**src/rtl/uart_tx_periph.sv**
```systemverilog
// uart_tx_periph -- byte-wide FIFO feeding an 8N1 serial transmitter.
//
// Ports
//   clk        system clock, all state on its rising edge
//   rst        synchronous active-high reset
//   we         write strobe, one cycle = one byte pushed
//   wdata      byte to queue, sampled when we=1
//   clr_ovf    pulse that clears the sticky overflow flag
//   txd        registered serial output, idle high
//   status     [0] empty, [1] full, [2] busy, [3] overflow,
//              [FIFO_AW+4:4] count, other bits 0
//   irq_empty  one-cycle pulse when the last queued frame finishes
module uart_tx_periph #(
    parameter int BAUD_DIV = 868,
    parameter int FIFO_AW  = 3
) (
    input  logic        clk,
    input  logic        rst,
    input  logic        we,
    input  logic [7:0]  wdata,
    input  logic        clr_ovf,
    output logic        txd,
    output logic [31:0] status,
    output logic        irq_empty
);
    localparam int               DEPTH     = 2 ** FIFO_AW;
    localparam logic [FIFO_AW:0] DEPTH_C   = DEPTH[FIFO_AW:0];
    localparam logic [15:0]      BAUD_LAST = 16'(BAUD_DIV - 1);

    typedef enum logic [1:0] {IDLE, START, DATA, STOP} state_e;

    state_e               state_q, state_d;
    logic [7:0]           mem_q [DEPTH];
    logic [FIFO_AW-1:0]   rd_ptr_q, rd_ptr_d, wr_ptr_q, wr_ptr_d;
    logic [FIFO_AW:0]     count_q, count_d;
    logic [15:0]          baud_q, baud_d;
    logic [2:0]           bit_q, bit_d;
    logic [7:0]           shreg_q, shreg_d;
    logic                 txd_q, txd_d;
    logic                 irq_q, irq_d;
    logic                 ovf_q, ovf_d;
    logic                 pop, push, baud_done, have_data;

    assign baud_done = (baud_q == '0);
    assign have_data = (count_q != '0);

    // A full FIFO still accepts a write when the head leaves on the same edge.
    assign push = we && ((count_q != DEPTH_C) || pop);

    // TX FSM next state. Every state or bit change reloads the baud counter
    // so each state/bit lasts exactly BAUD_DIV cycles.
    always_comb begin
        state_d = state_q;
        baud_d  = baud_q;
        bit_d   = bit_q;
        shreg_d = shreg_q;
        txd_d   = txd_q;
        irq_d   = 1'b0;
        pop     = 1'b0;
        unique case (state_q)
            IDLE: begin
                if (have_data) begin
                    pop     = 1'b1;
                    shreg_d = mem_q[rd_ptr_q];
                    txd_d   = 1'b0;
                    baud_d  = BAUD_LAST;
                    state_d = START;
                end
            end
            START: begin
                if (baud_done) begin
                    txd_d   = shreg_q[0];
                    bit_d   = 3'd0;
                    baud_d  = BAUD_LAST;
                    state_d = DATA;
                end else begin
                    baud_d = baud_q - 16'd1;
                end
            end
            DATA: begin
                if (baud_done) begin
                    baud_d = BAUD_LAST;
                    if (bit_q == 3'd7) begin
                        txd_d   = 1'b1;
                        state_d = STOP;
                    end else begin
                        // shreg[0] is the bit on the wire; shift the next one in.
                        txd_d   = shreg_q[1];
                        shreg_d = {1'b0, shreg_q[7:1]};
                        bit_d   = bit_q + 3'd1;
                    end
                end else begin
                    baud_d = baud_q - 16'd1;
                end
            end
            STOP: begin
                if (baud_done) begin
                    // Uses registered count: a write landing on this edge is
                    // picked up from IDLE one edge later.
                    if (have_data) begin
                        pop     = 1'b1;
                        shreg_d = mem_q[rd_ptr_q];
                        txd_d   = 1'b0;
                        baud_d  = BAUD_LAST;
                        state_d = START;
                    end else begin
                        irq_d   = 1'b1;
                        state_d = IDLE;
                    end
                end else begin
                    baud_d = baud_q - 16'd1;
                end
            end
            default: state_d = IDLE;
        endcase
    end

    // FIFO pointers, count and overflow.
    always_comb begin
        rd_ptr_d = rd_ptr_q;
        wr_ptr_d = wr_ptr_q;
        count_d  = count_q;
        ovf_d    = ovf_q;
        if (pop)  rd_ptr_d = rd_ptr_q + 1'b1;
        if (push) wr_ptr_d = wr_ptr_q + 1'b1;
        if (push && !pop)      count_d = count_q + 1'b1;
        else if (pop && !push) count_d = count_q - 1'b1;
        // A dropped write outranks a clear in the same cycle.
        if (we && !push) ovf_d = 1'b1;
        else if (clr_ovf) ovf_d = 1'b0;
    end

    always_ff @(posedge clk) begin
        if (rst) begin
            state_q  <= IDLE;
            rd_ptr_q <= '0;
            wr_ptr_q <= '0;
            count_q  <= '0;
            baud_q   <= '0;
            bit_q    <= '0;
            shreg_q  <= '0;
            txd_q    <= 1'b1;
            irq_q    <= 1'b0;
            ovf_q    <= 1'b0;
        end else begin
            state_q  <= state_d;
            rd_ptr_q <= rd_ptr_d;
            wr_ptr_q <= wr_ptr_d;
            count_q  <= count_d;
            baud_q   <= baud_d;
            bit_q    <= bit_d;
            shreg_q  <= shreg_d;
            txd_q    <= txd_d;
            irq_q    <= irq_d;
            ovf_q    <= ovf_d;
        end
    end

    // Storage needs no reset; pointers and count define what is valid.
    always_ff @(posedge clk) begin
        if (!rst && push) mem_q[wr_ptr_q] <= wdata;
    end

    always_comb begin
        status                = '0;
        status[0]             = (count_q == '0);
        status[1]             = (count_q == DEPTH_C);
        status[2]             = (state_q != IDLE);
        status[3]             = ovf_q;
        status[FIFO_AW+4:4]   = count_q;
    end

    assign txd       = txd_q;
    assign irq_empty = irq_q;
endmodule

```
**config.mk**
```make
export PLATFORM = sky130hd
export DESIGN_NAME = uart_tx_periph
export DESIGN_NICKNAME = d
export VERILOG_FILES = /design/src/rtl/uart_tx_periph.sv
export SDC_FILE = /design/constraint.sdc
export NUM_CORES = 1
export LEC_CHECK = 0
export CAP_MARGIN = 25
export CORE_MARGIN = 8
export CORE_UTILIZATION = 48
export CTS_BUF_LIST = sky130_fd_sc_hd__clkbuf_2 sky130_fd_sc_hd__clkbuf_4 sky130_fd_sc_hd__clkbuf_8
export CTS_CLUSTER_DIAMETER = 60
export DETAILED_ROUTE_END_ITERATION = 8
export GPL_ROUTABILITY_DRIVEN = 0
export GPL_TIMING_DRIVEN = 0
export PLACE_DENSITY = 0.72
export SLEW_MARGIN = 20
export SYNTH_ARGS = -nofsm -noshare
export SYNTH_HDL_FRONTEND = slang
export SYNTH_SLANG_ARGS = --single-unit
```
**constraint.sdc**
```tcl
create_clock -name clk -period 6.73 [get_ports clk]
set_input_delay 0.673 -clock clk [delete_from_list [all_inputs] [get_ports clk]]
set_output_delay 0.673 -clock clk [all_outputs]
set_load 0.02 [all_outputs]
```
==> Word level (Yosys, flattened, before mapping) <==
Memory sizes are Yosys's and may differ from the RTL's. A register that Yosys moved wholly into a read port is not among the register bits.
Index checks and enable logic that the tools add are counted.
{ "word_totals": {"regBits": 42, "ramBits": 64, "in_bits": 12, "output_inout_bits": 34, "word_cells": 93, "n_memories": 1} }
{ "mem_list": {"columns": ["name", "words", "word_bits", "read_ports", "rd_ports_with_merged_regs", "write_ports", "line", "text"], "rows": [
  ["mem_q", 8, 8, 1, 1, 1, "33", "logic [7:0] mem_q [DEPTH];"]
]} }
{ "op_classes": {"n_addsub": 6, "n_eq_ne": 12, "n_mux": 38, "bitwise_logic": 2, "n_reduce_logical": 24} }
{ "op_table": {"columns": ["operator", "n"], "rows": [
  ["16-bit 2-to-1 mux", 3],
  ["16-bit case mux with 3 select lines", 1],
  ["8-bit 2-to-1 mux", 4],
  ["8-bit case mux with 3 select lines", 1],
  ["16-bit logical NOT", 1],
  ["16-bit by 1-bit subtractor with 16-bit output, second input constant", 1],
  ["3-bit 2-to-1 mux", 5],
  ["1-bit 2-to-1 mux", 13],
  ["2-bit inequality test, second input constant", 6],
  ["2-bit 2-to-1 mux", 5],
  ["3-bit by 1-bit adder with 3-bit output, second input constant", 3],
  ["4-bit 2-to-1 mux", 2],
  ["2-bit case mux with 4 select lines", 1],
  ["4-bit AND reduction", 2],
  ["2-bit nonzero test", 4],
  ["3-bit case mux with 2 select lines", 1],
  ["1-bit logical AND", 5],
  ["5-bit AND reduction", 1],
  ["4-bit by 1-bit adder with 4-bit output, second input constant", 1],
  ["2-bit == test, second input constant", 2],
  ["4-bit == test, second input constant", 1],
  ["4-bit logical NOT", 1],
  ["4-bit inequality test, second input constant", 1],
  ["1-bit case mux with 4 select lines", 1],
  ["13 further kinds", 16]
]} }

==> Depth between registers and ports, before layout <==
Gate-level depths: netlist (run 1).
{ "logic_depth": {"depth_word": 10, "ltp_mapped": 15} }

==> Least setup slack after synthesis (run 1) <==
Ideal clock, no wire load.
{ "synth_timing": {"kind": "reg-to-reg", "start": "reg baud_q[0]", "end": "reg count_q[3]", "arrival_time_ns": 3.161, "slack_ns": 3.498, "path_stages_with_launch": 15, "path_buffers": 0, "synth_period_minus_slack_ns": 3.232, "path_cell_list": "dfxtp_1 > inv_1 > ha_1 > or4b_1 > or4_4 > o21ai_2 > inv_1 > ha_1 > inv_1 > ha_1 > a21o_1 > a21oi_1 > xnor2_1 > or3_1 > a21oi_1"} }
{ "synth_via": {"elab_chain_cells": 8, "word_cells_on_any_way": 11, "classes_between": "3 x mux; 8 x reduce/logical"} }
{ "synth_rtl": {"columns": ["element", "line", "text"], "rows": [
  ["start, declared", "36", "logic [15:0] baud_q, baud_d;"],
  ["start signal, assigned", "150", "baud_q <= baud_d;"],
  ["16-bit logical NOT *", "44", "assign baud_done = (baud_q == '0);"],
  ["1-bit 2-to-1 mux *", "97", "if (baud_done) begin"],
  ["1-bit case mux with 2 select lines *", "60", "unique case (state_q)"],
  ["1-bit logical OR", "48", "assign push = we && ((count_q != DEPTH_C) || pop);"],
  ["1-bit logical AND", "48", null],
  ["1-bit logical NOT", "127", "else if (pop && !push) count_d = count_q - 1'b1;"],
  ["1-bit logical AND", "127", null],
  ["2-bit nonzero test (no line)", null, null],
  ["end signal, assigned", "149", "count_q <= count_d;"],
  ["end, declared", "35", "logic [FIFO_AW:0] count_q, count_d;"]
]} }
Every way passes the cells marked *; elsewhere a longest branch is shown, timed or not.
A chain may end at the register's enable or synchronous reset.

==> Final worst setup path (run 1) <==
Same ends and word-level chain as after synthesis.

==> results of run 1 <==
-- cells by family (layout without fill, tap and decap cells) --
logic type | count (synthesis) | count (layout) | synth area share
muxes | 28 | 28 | 0.0946
adders and majority gates | 14 | 14 | 0.0360
AOI/OAI and AO/OA | 93 | 93 | 0.131
other | 1 | 24 | 0.000738
xor gates and xnor gates | 7 | 7 | 0.0121
buffers and inverters | 54 | 92 | 0.0606
and+or+nand+nor | 114 | 114 | 0.109
DFF | 109 | 109 | 0.556
-- area by class of cell --
type / instances / area, µm² / area share
buffer: 41 / 259 / 0.0448
clock buffer: 9 / 124 / 0.0214
clock inverter: 7 / 96.3 / 0.0167
inverter: 13 / 48.8 / 0.00844
multi-input combinational: 280 / 2050 / 0.354
sequential: 109 / 2820 / 0.488
tap: 136 / 170 / 0.0294
timing repair buffer: 22 / 213 / 0.0368
-- cells in the final DEF, fill, tap and decap left out, types with 12 or more instances in the layout --
cell type	count
nor2_1	38
nand2_1	27
edfxtp_1	64
mux2i_1	12
dfxtp_1	45
mux4_2	16
conb_1	24
clkbuf_1	12
o21ai_0	16
buf_4	26
a21oi_1	23
clkdlybuf4s50_1	20
ha_1	13
inv_1	12
-- Yosys cell counts, drive strengths merged (3+ instances only) --
cell	count	area [µm²]
or4	3	26.3
o31ai	3	27.5
edfxtp	64	1920
dfxtp	45	901
nand3	6	30.0
o211ai	8	60.1
nor2	38	143
mux2i	12	120
a31oi	6	37.5
a21oi	23	115
buf	29	214
nor2b	4	25.0
mux4	16	360
ha	13	163
xnor2	5	43.8
a211oi	4	42.5
nand2b	4	25.0
nor4	4	25.0
clkbuf	12	45.0
a22oi	3	22.5
inv	12	45.0
nand4	3	18.8
o21a	3	22.5
nand2	28	108
and3	3	18.8
or3	6	37.5
o21ai	17	88.8
o211a	6	60.1
nor3	8	40.0
-- power groups by stage --
stage | Combinational [µW] | Clock (µW) | Sequential, µW
after floorplan | 655 | 0 | 868
after global placement | 844 | 0 | 869
after detailed placement | 868 | 0 | 875
after CTS | 872 | 441 | 860
after global routing | 966 | 468 | 873
final | 874 | 432 | 862
-- metal layers --
metal	GRT usage	vias up	wire length, µm
met5	0	-	0
met4	0.0451	0	131
met3	0.0449	15	709
met2	0.235	114	4780
met1	0.178	1615	4360
li1	-	1646	-
-- state kept, by name, indices dropped and copies added (netlist names), 2 cells and up, named ones only --
name,cells
state_q,2
count_q,4
baud_q,16
wr_ptr_q,3
rd_ptr_q,3
bit_q,3
shreg_q,8
mem_q,64
-- through the flow --
step / worst slack, ps / hold WS (ps) / instance area (µm²) / std cells
2_1_floorplan: 3500 / 445 / 5160 / 443
3_3_place_gp: 2260 / 459 / 5540 / 599
3_5_place_dp: 2980 / 479 / 5560 / 601
4_1_cts: 2930 / 497 / 5780 / 617
5_1_grt: 2550 / 527 / 5780 / 617
6_report: 2920 / 493 / 5780 / 617
-- final timing paths --
check                                          endpoint                  from  cells past startpoint
worst min register to register       ovf_q$_SDFFE_PP0P_    ovf_q$_SDFFE_PP0P_                      2
worst max register to register  count_q[3]$_SDFFE_PP0P_  baud_q[0]$_SDFF_PP0_                     13
worst max-delay path            count_q[3]$_SDFFE_PP0P_  baud_q[0]$_SDFF_PP0_                     13
worst min-delay path                 ovf_q$_SDFFE_PP0P_    ovf_q$_SDFFE_PP0P_                      2
-- worst register-to-register path, stage by stage (launching register included) --
cell	delay [ps]
dfxtp_1	370
inv_1	70
ha_1	220
nor3b_1	320
nand3_1	430
o31ai_2	760
ha_1	310
inv_1	90
ha_1	280
a21o_1	170
a21oi_1	170
xnor2_1	90
or3_1	300
a21oi_1	130
==> metrics.cfg, run 1 <==
[outcome]
outcome = finished, final reports clean

[logic_synthesis]
ys_warn_count = 0
synthFlopType = edfxtp_1
syn_area_um2 = 5080
synth_cell_type_count = 61
synthCells = 420
ys_seq_elements = 109
async_flop_share = 0
synth_edf_count = 64
seq_area_frac_synth = 0.556
postSynthAreaPerCell_um2 = 12.1

[worst_setup_path]
critPathMaxFanout = 10
cp-start-kind = flip-flop
crit_type = reg -> reg
crit_top_cell = ha_1
cp_top_family = compound AO/OA/AOI/OAI gates
cp_num_buf_inv = 2
ff2ff_setup_slack_ps = 2920
max_stage_delay_ps = 760
arrival_ps = 4120
critPathCaptureType = flip-flop
crit_slowest_cell = o31ai_2
required_ps = 7040
cp_cell_sequence = inv_1 -> ha_1 -> nor3b_1 -> nand3_1 -> o31ai_2 -> ha_1 -> inv_1 -> ha_1 -> a21o_1 -> a21oi_1 -> xnor2_1 -> or3_1 -> a21oi_1

[route]
drc = 0
viasPerCell = 5.49
wire_per_inst_um = 16.2
first_pass_iters = 4
wl_mm = 9.98
routed-via-count = 3390
ant_nets = 0
drtIter0Drc = 293

[clock_network]
clock-root-buffer = clkbuf_8
post_cts_buffers = 0
cts.repair.resized = 0
htreeDepth = 3
cts_buffer_depth = 2
cts_made_buffers = 9
cts_tree = yes
clock_latency_ps = 380
postCtsHoldBufs = 0
clk_pin_slew_ps = 110
clock_sinks = 109

[pwr]
power.total_uw = 2170
power_frac_seq = 0.398
p_int_uw = 1340
swShare = 0.381
leakagePower_uw = 0.00214
power_density_nw_per_um2 = 375
switching_power_uw = 825
clock_power_share = 0.199
combPwrFrac = 0.403
irDropWorstVdd_v = 0.000185

[global_route]
grt_pass1_wl_mm = 16.3
first_global_vias = 3260
grt_usage = 0.143
grt_start_max_net_pins = 22
grt-ovfl-total = 0
antenna_found_initial = 0

[timing]
fin_crit_sh = 0.566
relSlewSlack = 0.357
grt_setup_unrepaired = no
setup_violations = 0
fin_skew_ps = 8.41
finalHoldViolations = 0
slew_viol_final = 0
worstMarginPinSlew_ps = 961
fmax_mhz = 262
tns_ps = 0
period_minus_slack_ps = 3810

[layout]
antennaDiodeCount = 0
final_nets = 502
fillers = 858
area_growth_pct = 13.8
final_core_util = 0.560
drive_gt1_frac = 0.160

[job]
cap_violations = 0

[floorplan]
die_width_um = 119
ioPinCount = 46
chipHeight_um = 119
coreArea_um2 = 10300
die_area_um2 = 14100
initial_core_util = 0.492
row_count = 37

[placed_design]
portBuffers = 20
dp_hpwl_mm = 7.07

[worst_hold_path]
hp-class = reg -> reg

(Power assumes the default switching activity.)
==> run 2: changes to the inputs <==
clock period = 3.9 ns   (was 6.73 ns; I/O delays follow)
==> run 2 against run 1 <==
Net effect:
- sequential share of layout area fell by 0.18 points
- core utilization rose by 0.21 points
- count of clock-buffer cells in the layout stayed put
- critical path depth up 1
- combinational power is 75% higher
- final cell count stayed put
- highest routed layer unchanged
==> metrics.cfg, run 2 (synthesized netlist as in run 1, its figures left out) <==
[clock_network]
clock_latency_ps = 380
post_cts_buffers = 0
htreeDepth = 3
cts_made_buffers = 9
clk_pin_slew_ps = 110
clock_sinks = 109
cts_buffer_depth = 2
clock-root-buffer = clkbuf_8
cts_tree = yes

[layout]
largest_reg_flops = 64
mostFrequentLayoutCells = edfxtp_1, dfxtp_1, nor2_1
final_core_util = 0.562
top_register = mem_q
drive_gt1_frac = 0.162
top_regs = mem_q: 64 flops, baud_q: 16 flops, shreg_q: 8 flops
final_cell_area_um2 = 5800
final_common_cell = edfxtp_1
area_growth_pct = 14.2
final_nets = 502
antennaDiodeCount = 0

[worst_hold_path]
hp-class = reg -> reg
worstHoldStart = ovf_q$_SDFFE_PP0P_

[worst_setup_path]
arrival_ps = 3930
critPathMaxFanout = 6
worstReg2RegStart = baud_q[0]$_SDFF_PP0_
crit_type = reg -> reg
ff2ff_setup_slack_ps = 280
worstSetupStartpoint = baud_q[0]$_SDFF_PP0_
critPathCaptureType = flip-flop
cp-start-kind = flip-flop
required_ps = 4210

[placed_design]
placed_area_um2 = 5560
dp_hpwl_mm = 7.07
portBuffers = 20

[pwr]
combPwrFrac = 0.406
power_frac_seq = 0.396
power_density_nw_per_um2 = 648
power.total_uw = 3760
swShare = 0.382
switching_power_uw = 1440
p_int_uw = 2320
leakagePower_uw = 0.00214
clock_power_share = 0.198
irDropWorstVdd_v = 0.000318

[timing]
grt_setup_unrepaired = no
finalHoldViolations = 0
fin_crit_sh = 0.928
setup_violations = 0
worstMarginPinSlew_ps = 943
relSlewSlack = 0.369
fin_skew_ps = 7.12
period_minus_slack_ps = 3620
fmax_mhz = 276
slew_viol_final = 0
tns_ps = 0

[route]
wire_per_inst_um = 16.2
wl_mm = 9.99
ant_nets = 0
first_pass_iters = 5
routed-via-count = 3381
viasPerCell = 5.48
drc = 0
drtIter0Drc = 317

[floorplan]
row_count = 37
die_width_um = 119
ioPinCount = 46
die_area_um2 = 14100
initial_core_util = 0.492
chipHeight_um = 119
coreArea_um2 = 10300

[job]
cap_violations = 0

[global_route]
grt_usage = 0.143
grt-ovfl-total = 0
first_global_vias = 3260
antenna_found_initial = 0
grt_start_max_net_pins = 22
grt_pass1_wl_mm = 16.3

[outcome]
outcome = finished, final reports clean

## run 2: changes by cell type in the layout (fill, tap and decap cells not counted)
cell	before	now
nand3_1	6	5
nand3_2	0	1
o31ai_4	0	1
o31ai_2	1	0
o21ai_4	0	1
o21ai_2	1	0
## run 2: power groups by stage
stage / clock (µW) / sequential (µW) / combinational, µW
after floorplan: 0 / 1500 / 1130
after global placement: 0 / 1500 / 1460
after detailed placement: 0 / 1510 / 1500
after CTS: 760 / 1480 / 1510
after global routing: 808 / 1510 / 1690
final: 746 / 1490 / 1530
## run 2: critical path: stages, from the launching register on
cell and delay [ps]:
dfxtp_1 370, inv_1 80, ha_1 220, or4b_1 490, or4_4 520, o21ai_4 250, inv_1 140, ha_1 250
inv_1 120, ha_1 240, a21o_1 170, a21oi_1 170, xnor2_1 90, or3_1 300, a21oi_1 130
## run 2: timing repair
action | 4_1_cts | 5_1_grt
endpoints found under the setup margin | 0 | 13
hold buffers | 0 | 0
resized for setup | 0 | 3
## run 2: metrics by stage
step | setup slack, ps | hold slack, ps | std cells
finish | 280 | 496 | 617
global route | 41.8 | 527 | 617
CTS | 98.6 | 497 | 617
detailed placement | 146 | 479 | 601
global placement | -566 | 459 | 599
floorplan | 668 | 445 | 443
## run 2: worst paths after layout
check                           cells past startpoint                 endpoint
worst min-delay path                                2       ovf_q$_SDFFE_PP0P_
worst min register to register                      2       ovf_q$_SDFFE_PP0P_
worst max-delay path                               14  count_q[3]$_SDFFE_PP0P_
worst max register to register                     14  count_q[3]$_SDFFE_PP0P_
## run 2: final cells by class
| type | count | area (µm²) |
|---|---|---|
| Timing Repair Buffer | 22 | 213 |
| Clock buffer | 9 | 124 |
| Tap cell | 136 | 170 |
| Sequential cell | 109 | 2820 |
| Buffer | 41 | 259 |
| Inverter | 13 | 48.8 |
| Fill cell | 856 | 4520 |
| Multi-Input combinational cell | 280 | 2070 |
| Clock inverter | 7 | 96.3 |
## run 2: routing by layer
| metal | up-vias | part of all wire | GRT usage |
|---|---|---|---|
| met5 | - | 0 | 0 |
| met1 | 1623 | 0.45 | 0.178 |
| met4 | 0 | 0.013 | 0.0451 |
| li1 | 1653 | - | - |
| met3 | 13 | 0.059 | 0.0449 |
| met2 | 92 | 0.48 | 0.235 |
==> run 3: changes to the inputs <==
clock period = 4.34 ns   (was 3.9 ns; I/O delays follow)
==> results of run 3 <==
The final DEF is identical to that of run 1. Status: finished, final reports clean.
Among the figures that moved: setup slack after placement 2980 ps -> 586 ps; setup slack after layout 2920 ps -> 529 ps; register-to-register setup slack 2920 ps -> 530 ps; total power 2170 µW -> 3360 µW; worst IR drop on VDD 0.000185 V -> 0.000287 V
